--- src/rtl/ibex_pkg.sv ---
// Shared types and constants for the register-file writeback path.
package ibex_pkg;

    localparam int unsigned RegAddrW  = 5;
    localparam int unsigned RfWbDataW = 32;

    // One pending-load slot: live clears when a younger write to the same
    // register overtakes the load, so the stale value is never written.
    typedef struct packed {
        logic                 live;
        logic [RegAddrW-1:0]  addr;
        logic [RfWbDataW-1:0] data;
    } rf_wb_entry_t;

    // x0 is hardwired zero: it is never parked, killed or forwarded.
    function automatic logic is_real_reg(input logic [RegAddrW-1:0] addr);
        return addr != '0;
    endfunction

endpackage

--- src/rtl/ibex_rf_wb_fifo.sv ---
// Pending-load FIFO: in-order storage, WAW kill matching and youngest-match
// forwarding search for the two register file read ports.
module ibex_rf_wb_fifo
    import ibex_pkg::*;
#(
    parameter int unsigned DataWidth = 32,
    parameter int unsigned Depth     = 2,
    localparam int unsigned CntW     = $clog2(Depth + 1),
    localparam int unsigned PtrW     = (Depth > 1) ? $clog2(Depth) : 1
) (
    input  logic                 clk_i,
    input  logic                 rst_ni,
    input  logic                 push,
    input  logic [4:0]           push_addr,
    input  logic [DataWidth-1:0] push_data,
    input  logic                 pop,
    input  logic                 kill_en,
    input  logic [4:0]           kill_addr,
    input  logic [4:0]           raddr_a,
    input  logic [4:0]           raddr_b,
    output logic                 head_live,
    output logic [4:0]           head_addr,
    output logic [DataWidth-1:0] head_data,
    output logic [CntW-1:0]      count,
    output logic                 fwd_a_hit,
    output logic [DataWidth-1:0] fwd_a_data,
    output logic                 fwd_b_hit,
    output logic [DataWidth-1:0] fwd_b_data
);

    logic                 live_q [Depth];
    logic [4:0]           addr_q [Depth];
    logic [DataWidth-1:0] data_q [Depth];
    logic [PtrW-1:0]      head_q;
    logic [PtrW-1:0]      tail_q;
    logic [CntW-1:0]      count_q;
    logic [Depth-1:0]     kill_vec;
    logic [PtrW-1:0]      slot;

    // Pointer advance modulo Depth (Depth need not be a power of two).
    function automatic logic [PtrW-1:0] ptr_add(input logic [PtrW-1:0] base,
                                                input int unsigned off);
        int unsigned s;
        s = int'(base) + off;
        if (s >= Depth) s = s - Depth;
        return s[PtrW-1:0];
    endfunction

    assign head_live = live_q[head_q];
    assign head_addr = addr_q[head_q];
    assign head_data = data_q[head_q];
    assign count     = count_q;

    // Kill-match vector: live entries overtaken by a younger execute write.
    always_comb begin
        kill_vec = '0;
        for (int i = 0; i < Depth; i++) begin
            kill_vec[i] = kill_en && is_real_reg(kill_addr) && live_q[i] &&
                          (addr_q[i] == kill_addr);
        end
    end

    // Forwarding: walk oldest to youngest so the entry nearest the tail wins.
    always_comb begin
        fwd_a_hit  = 1'b0;
        fwd_a_data = '0;
        fwd_b_hit  = 1'b0;
        fwd_b_data = '0;
        slot       = '0;
        for (int k = 0; k < Depth; k++) begin
            slot = ptr_add(head_q, k);
            if ((k < int'(count_q)) && live_q[slot]) begin
                if (is_real_reg(raddr_a) && (addr_q[slot] == raddr_a)) begin
                    fwd_a_hit  = 1'b1;
                    fwd_a_data = data_q[slot];
                end
                if (is_real_reg(raddr_b) && (addr_q[slot] == raddr_b)) begin
                    fwd_b_hit  = 1'b1;
                    fwd_b_data = data_q[slot];
                end
            end
        end
    end

    // Storage, pointers and occupancy; a popped slot leaves even if killed.
    always_ff @(posedge clk_i or negedge rst_ni) begin
        if (!rst_ni) begin
            head_q  <= '0;
            tail_q  <= '0;
            count_q <= '0;
            for (int i = 0; i < Depth; i++) begin
                live_q[i] <= 1'b0;
                addr_q[i] <= '0;
                data_q[i] <= '0;
            end
        end else begin
            for (int i = 0; i < Depth; i++) begin
                if (kill_vec[i]) live_q[i] <= 1'b0;
            end
            if (pop) begin
                live_q[head_q] <= 1'b0;
                head_q         <= ptr_add(head_q, 1);
            end
            if (push) begin
                live_q[tail_q] <= 1'b1;
                addr_q[tail_q] <= push_addr;
                data_q[tail_q] <= push_data;
                tail_q         <= ptr_add(tail_q, 1);
            end
            if (push && !pop) begin
                count_q <= count_q + CntW'(1);
            end else if (pop && !push) begin
                count_q <= count_q - CntW'(1);
            end
        end
    end

endmodule

--- src/rtl/ibex_rf_wb_arbiter.sv ---
// Writeback arbiter in front of the register file's single write port:
// execute results win, parked loads drain when execute is idle, and a load
// arriving to an empty queue on an idle cycle bypasses straight through.
module ibex_rf_wb_arbiter
    import ibex_pkg::*;
#(
    parameter int unsigned DataWidth = 32,
    parameter int unsigned Depth     = 2
) (
    input  logic                         clk_i,
    input  logic                         rst_ni,
    input  logic                         ex_we_i,
    input  logic [4:0]                   ex_waddr_i,
    input  logic [DataWidth-1:0]         ex_wdata_i,
    input  logic                         lsu_valid_i,
    output logic                         lsu_ready_o,
    input  logic [4:0]                   lsu_waddr_i,
    input  logic [DataWidth-1:0]         lsu_wdata_i,
    output logic                         rf_we_o,
    output logic [4:0]                   rf_waddr_o,
    output logic [DataWidth-1:0]         rf_wdata_o,
    input  logic [4:0]                   raddr_a_i,
    input  logic [4:0]                   raddr_b_i,
    output logic                         fwd_a_hit_o,
    output logic                         fwd_b_hit_o,
    output logic [DataWidth-1:0]         fwd_a_data_o,
    output logic [DataWidth-1:0]         fwd_b_data_o,
    output logic [$clog2(Depth+1)-1:0]   pending_o
);

    localparam int unsigned CntW = $clog2(Depth + 1);

    // Load handshake: a transfer happens on a clock edge where lsu_valid_i
    // and lsu_ready_o are both high. Ready is a function of registered
    // occupancy only (no combinational path from a same-cycle pop), and once
    // the transfer happens the load is owned here even if it is then dropped.
    logic                 lsu_acc;
    logic                 fifo_empty;
    logic                 pop;
    logic                 bypass;
    logic                 push;
    logic                 same_dst;
    logic                 head_live;
    logic [4:0]           head_addr;
    logic [DataWidth-1:0] head_data;
    logic [CntW-1:0]      count;

    assign lsu_ready_o = (count < CntW'(Depth));
    assign lsu_acc     = lsu_valid_i && lsu_ready_o;
    assign fifo_empty  = (count == '0);
    assign pending_o   = count;
    assign same_dst    = ex_we_i && (lsu_waddr_i == ex_waddr_i);

    // Write-port priority: execute, then queue head, then bypassed load.
    always_comb begin
        rf_we_o    = 1'b0;
        rf_waddr_o = '0;
        rf_wdata_o = '0;
        pop        = 1'b0;
        bypass     = 1'b0;
        if (ex_we_i) begin
            rf_we_o    = 1'b1;
            rf_waddr_o = ex_waddr_i;
            rf_wdata_o = ex_wdata_i;
        end else if (!fifo_empty) begin
            pop        = 1'b1;
            rf_we_o    = head_live;
            rf_waddr_o = head_addr;
            rf_wdata_o = head_data;
        end else if (lsu_acc) begin
            bypass     = 1'b1;
            rf_we_o    = 1'b1;
            rf_waddr_o = lsu_waddr_i;
            rf_wdata_o = lsu_wdata_i;
        end
    end

    // Park accepted loads that were not bypassed; a load colliding with a
    // same-cycle execute write to the same register is already stale.
    always_comb begin
        push = lsu_acc && !bypass && !same_dst && is_real_reg(lsu_waddr_i);
    end

    ibex_rf_wb_fifo #(
        .DataWidth (DataWidth),
        .Depth     (Depth)
    ) u_fifo (
        .clk_i      (clk_i),
        .rst_ni     (rst_ni),
        .push       (push),
        .push_addr  (lsu_waddr_i),
        .push_data  (lsu_wdata_i),
        .pop        (pop),
        .kill_en    (ex_we_i),
        .kill_addr  (ex_waddr_i),
        .raddr_a    (raddr_a_i),
        .raddr_b    (raddr_b_i),
        .head_live  (head_live),
        .head_addr  (head_addr),
        .head_data  (head_data),
        .count      (count),
        .fwd_a_hit  (fwd_a_hit_o),
        .fwd_a_data (fwd_a_data_o),
        .fwd_b_hit  (fwd_b_hit_o),
        .fwd_b_data (fwd_b_data_o)
    );

endmodule

--- config.mk ---
export PLATFORM = sky130hd
export DESIGN_NAME = ibex_rf_wb_arbiter
export DESIGN_NICKNAME = d
export VERILOG_FILES = /design/src/rtl/ibex_pkg.sv /design/src/rtl/ibex_rf_wb_fifo.sv /design/src/rtl/ibex_rf_wb_arbiter.sv
export SDC_FILE = /design/constraint.sdc
export NUM_CORES = 1
export LEC_CHECK = 0
export CORE_UTILIZATION = 46
export CTS_CLUSTER_DIAMETER = 200
export DETAILED_ROUTE_END_ITERATION = 7
export GPL_ROUTABILITY_DRIVEN = 0
export PLACE_DENSITY_LB_ADDON = 0.2
export SETUP_SLACK_MARGIN = 0.15
export SLEW_MARGIN = 20
export SYNTH_ARGS = -nofsm -noshare
export SYNTH_HDL_FRONTEND = slang
export SYNTH_HIERARCHICAL = 1
export SYNTH_SLANG_ARGS = --single-unit
--- constraint.sdc ---
create_clock -name clk_i -period 2.85 [get_ports clk_i]
set_input_delay 0.285 -clock clk_i [delete_from_list [all_inputs] [get_ports clk_i]]
set_output_delay 0.285 -clock clk_i [all_outputs]
set_load 0.005 [all_outputs]
==> results of run 1 <==
[cell type report]
| type | instances | share of cell area [%] |
|---|---|---|
| well taps | 143 | 2.02 |
| flip-flops and latches | 80 | 22.6 |
| inverters | 14 | 0.593 |
| clock buffers | 10 | 2.58 |
| clock inverters | 6 | 1.04 |
| repair buffers | 299 | 32.9 |
| multi-input cells | 386 | 38.3 |
[sequential cells by signal, summed over array words and instances (netlist names)]
name and cells:
u_fifo/data_q 64, u_fifo/live_q 2, u_fifo/count 2, u_fifo/tail_q 1
u_fifo/head_q 1, u_fifo/addr_q 10
[through the flow]
step                      power (uW)  instances
after floorplan                 4590        515
after global placement          6300        872
after detailed placement        6440        872
after CTS                       8090        923
after global routing            8790        938
final                           8370        938
[cell usage after synthesis (all sizes together) (2+ instances only)]
master	instances	area (um^2)
and3	2	13.8
a22oi	33	263
nand2	74	278
nor2	7	26.3
nor4	6	43.8
clkbuf	13	68.8
ha	3	37.5
nor3	4	20.0
nand4b	2	17.5
a222oi	4	40.0
nand3	2	10.0
dfrtp	80	2000
a22o	64	563
xnor2	24	210
inv	14	52.6
or4	4	33.8
nand3b	3	22.5
buf	25	188
mux2	108	1220
xor2	15	131
mux2i	14	153
o21ai	5	25.0
[worst max path at each step]
stage,startpoint,endpoint,cells past startpoint
after CTS,u_fifo/head_q,fwd_a_data_o[19],11
after global placement,u_fifo/head_q,fwd_a_data_o[11],10
after detailed placement,u_fifo/head_q,fwd_a_data_o[19],10
after global routing,u_fifo/head_q,fwd_a_data_o[11],15
after floorplan,u_fifo/count[1],fwd_b_data_o[10],7
final,u_fifo/head_q,fwd_a_data_o[19],15
[routing by layer]
layer / track usage, % / vias up
li1: - / 2462
met1: 41.1 / 2776
met2: 54.5 / 273
met3: 5.39 / 42
met4: 11.4 / 0
met5: 0 / -
[where the power goes]
group / internal (uW) / total [uW] / switching, uW
Clock: 773 / 1260 / 488
Combinational: 2790 / 4710 / 1920
Sequential: 1730 / 2400 / 676
Total: 5290 / 8370 / 3080
[critical path, stage by stage (launching register included)]
cell and delay, ns:
dfrtp_2 0.48, buf_6 0.14, mux2i_4 0.29, buf_6 0.14
xnor2_2 0.05, nor4_1 0.35, nand2_1 0.17, buf_6 0.16
mux2i_4 0.19, buf_6 0.13, buf_12 0.11, buf_12 0.12
buf_4 0.14, buf_4 0.14, a22o_1 0.18, clkbuf_2 0.12
[logic make-up after synthesis]
group | after synthesis | synth area share [%]
buffers and inverters | 52 | 5.62
AND/OR/NAND/NOR | 109 | 9.35
AO/OA/AOI/OAI | 110 | 16.8
multiplexers | 122 | 25.0
adder cells (fa/ha/maj) | 3 | 0.683
flip-flops | 80 | 36.4
XOR/XNOR | 39 | 6.21
[timing repair]
item / 4_1_cts / 5_1_grt
hold endpoints to repair: 0 / 0
gates resized for setup: 177 / 73
hold buffers: 0 / 0
pin swaps: 32 / 15
setup endpoints to repair: 69 / 71
buffers inserted: 28 / 15
cloned: 7 / 0
==> insert_results.sql, run 1 <==
INSERT INTO impl_metrics (metric_group, metric, value, unit) VALUES
('sta', 'post_route_clock_period_utilization', '124', '%'),
('sta', 'report.final.slew_viol_count', '0', ''),
('critical_path', 'worst_ep_required_time', '2.57', 'ns'),
('drt', 'final_antenna_net_count', '0', ''),
('cts', 'clock_sink_count', '80', ''),
('drt', 'detail_route.wirelength.met1', '8.21', 'mm'),
('sta', 'actual_transition_at_the_worst_max_transition_pin', '0.736', 'ns'),
('sta', 'slew_headroom', '50.9', '%'),
('floorplan', 'chipHeight', '111', 'um'),
('cells_and_area', 'layout.core_utilization', '77.0', '%'),
('critical_path', 'critical_path.max_fanout', '8', ''),
('synth', 'synth_area_per_cell', '10.7', 'um^2'),
('synth', 'synthFlopType', 'dfrtp_1', ''),
('global_route', 'grt_remaining_overflow', '0', ''),
('status', 'outcome', 'finished, violations left', ''),
('placed_design', 'post-place-ws', '-0.583', 'ns'),
('sta', 'finalSetupViolations', '64', ''),
('cells_and_area', 'layout.filler_cells', '772', ''),
('critical_path', 'worst-setup-path-type', 'flop to primary output', ''),
('cells_and_area', 'share_of_cells_above_drive_strength_1', '38.7', '%'),
('power', 'cellLeakagePower', '0.00426', 'uW'),
('floorplan', 'fp.dieW', '111', 'um'),
('cts', 'clock_tree.htree_level_count', '3', ''),
('synth', 'yosysSeqAreaShare', '36.4', '%'),
('sta', 'timing.final.ws_setup', '-0.698', 'ns'),
('placed_design', 'postPlaceCellArea', '7940', 'um^2'),
('placed_design', 'hpwlAfterDp', '12.0', 'mm'),
('global_route', 'grt_first_pass_wirelength', '30.8', 'mm'),
('global_route', 'maximum_number_of_pins_on_one_net_before_global_route_repair', '81', ''),
('cells_and_area', 'num_antenna_cells', '0', ''),
('status', 'violated_checks', 'DRC, hold timing, setup timing', ''),
('synth', 'synth-edff-count', '0', ''),
('cells_and_area', 'area.growth.synth_to_final', '61.2', '%'),
('critical_path', 'reg2reg_slack', '0.60', 'ns'),
('synth', 'synthesis.area', '5500', 'um^2'),
('cells_and_area', 'mostFrequentLayoutCell', 'clkdlybuf4s50_1', ''),
('drt', 'post_drt_via_cell_ratio', '5.92', ''),
('sta', 'layout_min_cycle_time', '3.55', 'ns'),
('synth', 'yosys_register_bits', '80', ''),
('sta', 'final_hold_viol_count', '19', ''),
('critical_path', 'rr_endpoint', 'u_fifo/data_q[33]', ''),
('drt', 'met3WireLength', '1.49', 'mm'),
('power', 'ir_worst_vdd', '0.463', 'mV'),
('floorplan', 'start_util', '47.8', '%'),
('synth', 'synth_fp_nets', '606', ''),
('min_path', 'worstHoldPathType', 'input pin to asynchronous set/reset pin', ''),
('sta', 'max_clock_freq', '282', 'MHz'),
('drt', 'initialDrtViolationCount', '507', ''),
('cells_and_area', 'most_frequent_cells_in_the_layout', '126 x clkdlybuf4s50_1, 106 x mux2_2, 79 x dfrtp_1, 72 x nand2_1, 62 x a22o_1', ''),
('cells_and_area', 'area_used_by_multi_input_combinational_logic', '3390', 'um^2'),
('cells_and_area', 'layout.area.seq', '2000', 'um^2'),
('critical_path', 'worst-endpoint-arrival', '3.26', 'ns'),
('drt', 'drc_errors', '20', ''),
('power', 'pwr_density_cell', '944', 'nW/um^2'),
('placed_design', 'portBuffers', '194', ''),
('critical_path', 'critPathCaptureType', 'primary output', ''),
('drt', 'wirelength', '20.0', 'mm'),
('cells_and_area', 'design.final.nets', '881', ''),
('cts', 'clk_path_buf_depth', '2', ''),
('cells_and_area', 'stdcell_area', '8870', 'um^2'),
('cts', 'clock_latency', '0.33', 'ns'),
('cts', 'clk_pin_slew', '0.06', 'ns'),
('floorplan', 'core_area', '11500', 'um^2'),
('synth', 'synth_warnings', '6', ''),
('global_route', 'antenna_violations_before_repair', '0', ''),
('sta', 'hold_slack', '-0.0236', 'ns'),
('floorplan', 'rows', '39', ''),
('drt', 'wl_met2', '9.79', 'mm'),
('drt', 'routed_wire_length_per_instance', '21.3', 'um'),
('floorplan', 'design.portCount', '195', ''),
('cts', 'cts_inserted_buffers', '9', '');
(Power assumes the default switching activity.)
==> inputs of run 2 (changes only) <==
--- a/config.mk
+++ b/config.mk
@@ -9,8 +9,10 @@
 export CTS_CLUSTER_DIAMETER = 200
 export DETAILED_ROUTE_END_ITERATION = 7
 export GPL_ROUTABILITY_DRIVEN = 0
+export GPL_TIMING_DRIVEN = 0
 export PLACE_DENSITY_LB_ADDON = 0.2
 export SETUP_SLACK_MARGIN = 0.15
+export SKIP_LAST_GASP = 1
 export SLEW_MARGIN = 20
 export SYNTH_ARGS = -nofsm -noshare
 export SYNTH_HDL_FRONTEND = slang
==> insert_results.sql, run 2 (same netlist as run 1, synthesis figures left out) <==
INSERT INTO impl_metrics (metric_group, metric, value, unit) VALUES
('flow_run', 'drv.max_cap_violation_count', '0', ''),
('power', 'power.sequential.fraction', '29.7', '%'),
('sta', 'layout_min_cycle_time', '3.58', 'ns'),
('placed_design', 'post-place-ws', '-0.869', 'ns'),
('cts', 'cts_inserted_buffers', '9', ''),
('sta', 'finalSetupViolations', '64', ''),
('drt', 'initialDrtViolationCount', '455', ''),
('cells_and_area', 'largest_register_ffs', '64', ''),
('floorplan', 'fp.dieW', '111', 'um'),
('floorplan', 'die_footprint', '12400', 'um^2'),
('drt', 'post_drt_via_cell_ratio', '5.97', ''),
('critical_path', 'worst-endpoint-arrival', '3.29', 'ns'),
('sta', 'post_route_clock_period_utilization', '126', '%'),
('drt', 'detailroute.via_count', '5427', ''),
('power', 'p_switching', '3080', 'uW'),
('power', 'share_clk_of_total_power', '14.2', '%'),
('cells_and_area', 'design.final.nets', '852', ''),
('global_route', 'grt_remaining_overflow', '0', ''),
('cts', 'clk_path_buf_depth', '2', ''),
('cts', 'clk_pin_slew', '0.06', 'ns'),
('sta', 'fin_worst_skew', '0.00501', 'ns'),
('power', 'swShare', '37.6', '%'),
('placed_design', 'hpwlAfterDp', '12.7', 'mm'),
('critical_path', 'worst_ep_required_time', '2.57', 'ns'),
('floorplan', 'design.portCount', '195', ''),
('cells_and_area', 'final-instance-count-excl-fill', '909', ''),
('floorplan', 'rows', '39', ''),
('sta', 'actual_transition_at_the_worst_max_transition_pin', '0.698', 'ns'),
('critical_path', 'setup.worst_path.start', 'u_fifo/head_q', ''),
('sta', 'hold_slack', '0.425', 'ns'),
('cells_and_area', 'share_of_cells_above_drive_strength_1', '33.3', '%'),
('critical_path', 'crit_path_start_kind', 'flop', ''),
('cells_and_area', 'layout.filler_cells', '760', ''),
('critical_path', 'critPathCaptureType', 'primary output', ''),
('cells_and_area', 'num_antenna_cells', '0', ''),
('cts', 'root_buffer', 'clkbuf_16', ''),
('cells_and_area', 'mostFrequentLayoutCell', 'clkdlybuf4s50_1', ''),
('cells_and_area', 'most_flops_register', 'u_fifo/data_q', ''),
('min_path', 'worstHoldPathType', 'input pin to asynchronous set/reset pin', ''),
('power', 'pwr_density_cell', '917', 'nW/um^2'),
('cells_and_area', 'most_frequent_cells_in_the_layout', '132 x clkdlybuf4s50_1, 106 x mux2_2, 77 x dfrtp_1, 73 x nand2_1, 62 x a22o_1', ''),
('global_route', 'grt.total_usage', '29.6', '%'),
('drt', 'drt-pass1-iter-count', '7', ''),
('global_route', 'antenna_violations_before_repair', '0', ''),
('sta', 'slew_headroom', '53.5', '%'),
('global_route', 'maximum_number_of_pins_on_one_net_before_global_route_repair', '52', ''),
('sta', 'report.final.slew_viol_count', '0', ''),
('sta', 'grt_setup_unrepaired', 'true', ''),
('sta', 'max_clock_freq', '279', 'MHz'),
('drt', 'final_antenna_net_count', '0', ''),
('cts', 'clock_tree.htree_level_count', '3', ''),
('cts', 'tritoncts_clock_tree', 'yes', ''),
('sta', 'final_hold_viol_count', '0', ''),
('power', 'internal-power', '5100', 'uW'),
('cts', 'clock_latency', '0.33', 'ns'),
('floorplan', 'core_area', '11500', 'um^2'),
('critical_path', 'critical_path.max_fanout', '9', ''),
('critical_path', 'r2r-start', 'u_fifo/count[1]', ''),
('drt', 'wirelength', '19.6', 'mm'),
('status', 'violated_checks', 'DRC, setup timing', ''),
('cells_and_area', 'area.growth.synth_to_final', '62.4', '%'),
('sta', 'timing.final.ws_setup', '-0.729', 'ns'),
('cts', 'clock_sink_count', '80', ''),
('global_route', 'grt_first_pass_wirelength', '28.6', 'mm'),
('floorplan', 'start_util', '47.8', '%'),
('global_route', 'first_global_vias', '5538', ''),
('placed_design', 'portBuffers', '194', ''),
('power', 'cellLeakagePower', '0.00447', 'uW'),
('status', 'outcome', 'finished, violations left', ''),
('placed_design', 'place.detailed.instances', '853', ''),
('critical_path', 'worst-setup-path-type', 'flop to primary output', ''),
('drt', 'drc_errors', '20', ''),
('drt', 'routed_wire_length_per_instance', '21.5', 'um'),
('power', 'power_frac_comb', '56.0', '%'),
('cells_and_area', 'layout_top_registers', 'u_fifo/data_q x64, u_fifo/addr_q x10', ''),
('floorplan', 'chipHeight', '111', 'um'),
('power', 'ir_worst_vdd', '0.396', 'mV');
-- run 2: changes by cell type in the layout (fill, tap and decap cells not counted), sizes merged, moves of 3 or more --
cell / change
clkbuf: +8
mux2: -3
dlymetal6s2s: +38
clkdlybuf4s50: +6
buf: -80
-- run 2: power by group through the flow --
stage / registers, uW / logic [uW] / clock network [uW]
2_1_floorplan: 2180 / 2410 / 0
3_3_place_gp: 2270 / 3550 / 0
3_5_place_dp: 2350 / 3640 / 0
4_1_cts: 2360 / 3980 / 1170
5_1_grt: 2510 / 4830 / 1230
6_report: 2430 / 4590 / 1160
-- run 2: layout make-up --
type | instances | area (um^2) | area share (%)
inverters | 14 | 52.6 | 0.588
flip-flops and latches | 80 | 2010 | 22.5
clock buffers | 9 | 225 | 2.52
clock inverters | 7 | 71.3 | 0.799
plain buffers | 38 | 408 | 4.57
multi-input cells | 383 | 3450 | 38.6
well taps | 143 | 179 | 2.00
repair buffers | 235 | 2540 | 28.5
-- run 2: timing repair --
item / CTS / global route
endpoints found under the setup margin: 179 / 137
pin swaps: 4 / 5
gates cloned: 2 / 7
endpoints found under the hold margin: 29 / 0
hold buffers: 1 / 0
buffers inserted: 12 / 18
resized for setup: 49 / 131
-- run 2: worst max-delay path: stages (launching register included) --
cell and delay, ns:
dfrtp_2 0.41, buf_12 0.16, mux2i_4 0.28, xor2_1 0.19, nand4_1 0.11, or4_4 0.58, mux2_4 0.40, buf_8 0.16
a22o_1 0.21, clkdlybuf4s50_1 0.45
-- run 2: path summary, 6_finish.rpt --
path,to,cells past startpoint,slack [ns]
max,fwd_b_data_o[10],9,-0.73
min,u_fifo/data_q[38],2,0.42
max reg2reg,u_fifo/addr_q[5],8,0.23
min reg2reg,u_fifo/tail_q,1,0.51
max in group asynchronous,u_fifo/count[1],3,1.80
min in group clk_i,u_fifo/tail_q,1,0.51
-- run 2: through the flow --
step                total power, uW  cell area (um^2)  utilization (%)  setup TNS (ns)
floorplan                      4590              5500                -               0
global placement               5830              7620             66.2         -176.11
detailed placement             5990              7650             66.4          -80.38
CTS                            7510              8270             71.8          -39.19
global route                   8580              8930             77.5          -37.81
finish                         8190              8930             77.5          -34.46
-- run 2: metal layers --
layer / wire length (um) / up-vias / track usage [%]
li1: - / 2413 / -
met1: 7860 / 2712 / 37.4
met2: 9800 / 259 / 51.0
met3: 1420 / 43 / 4.84
met4: 493 / 0 / 11.1
met5: 0 / - / 0
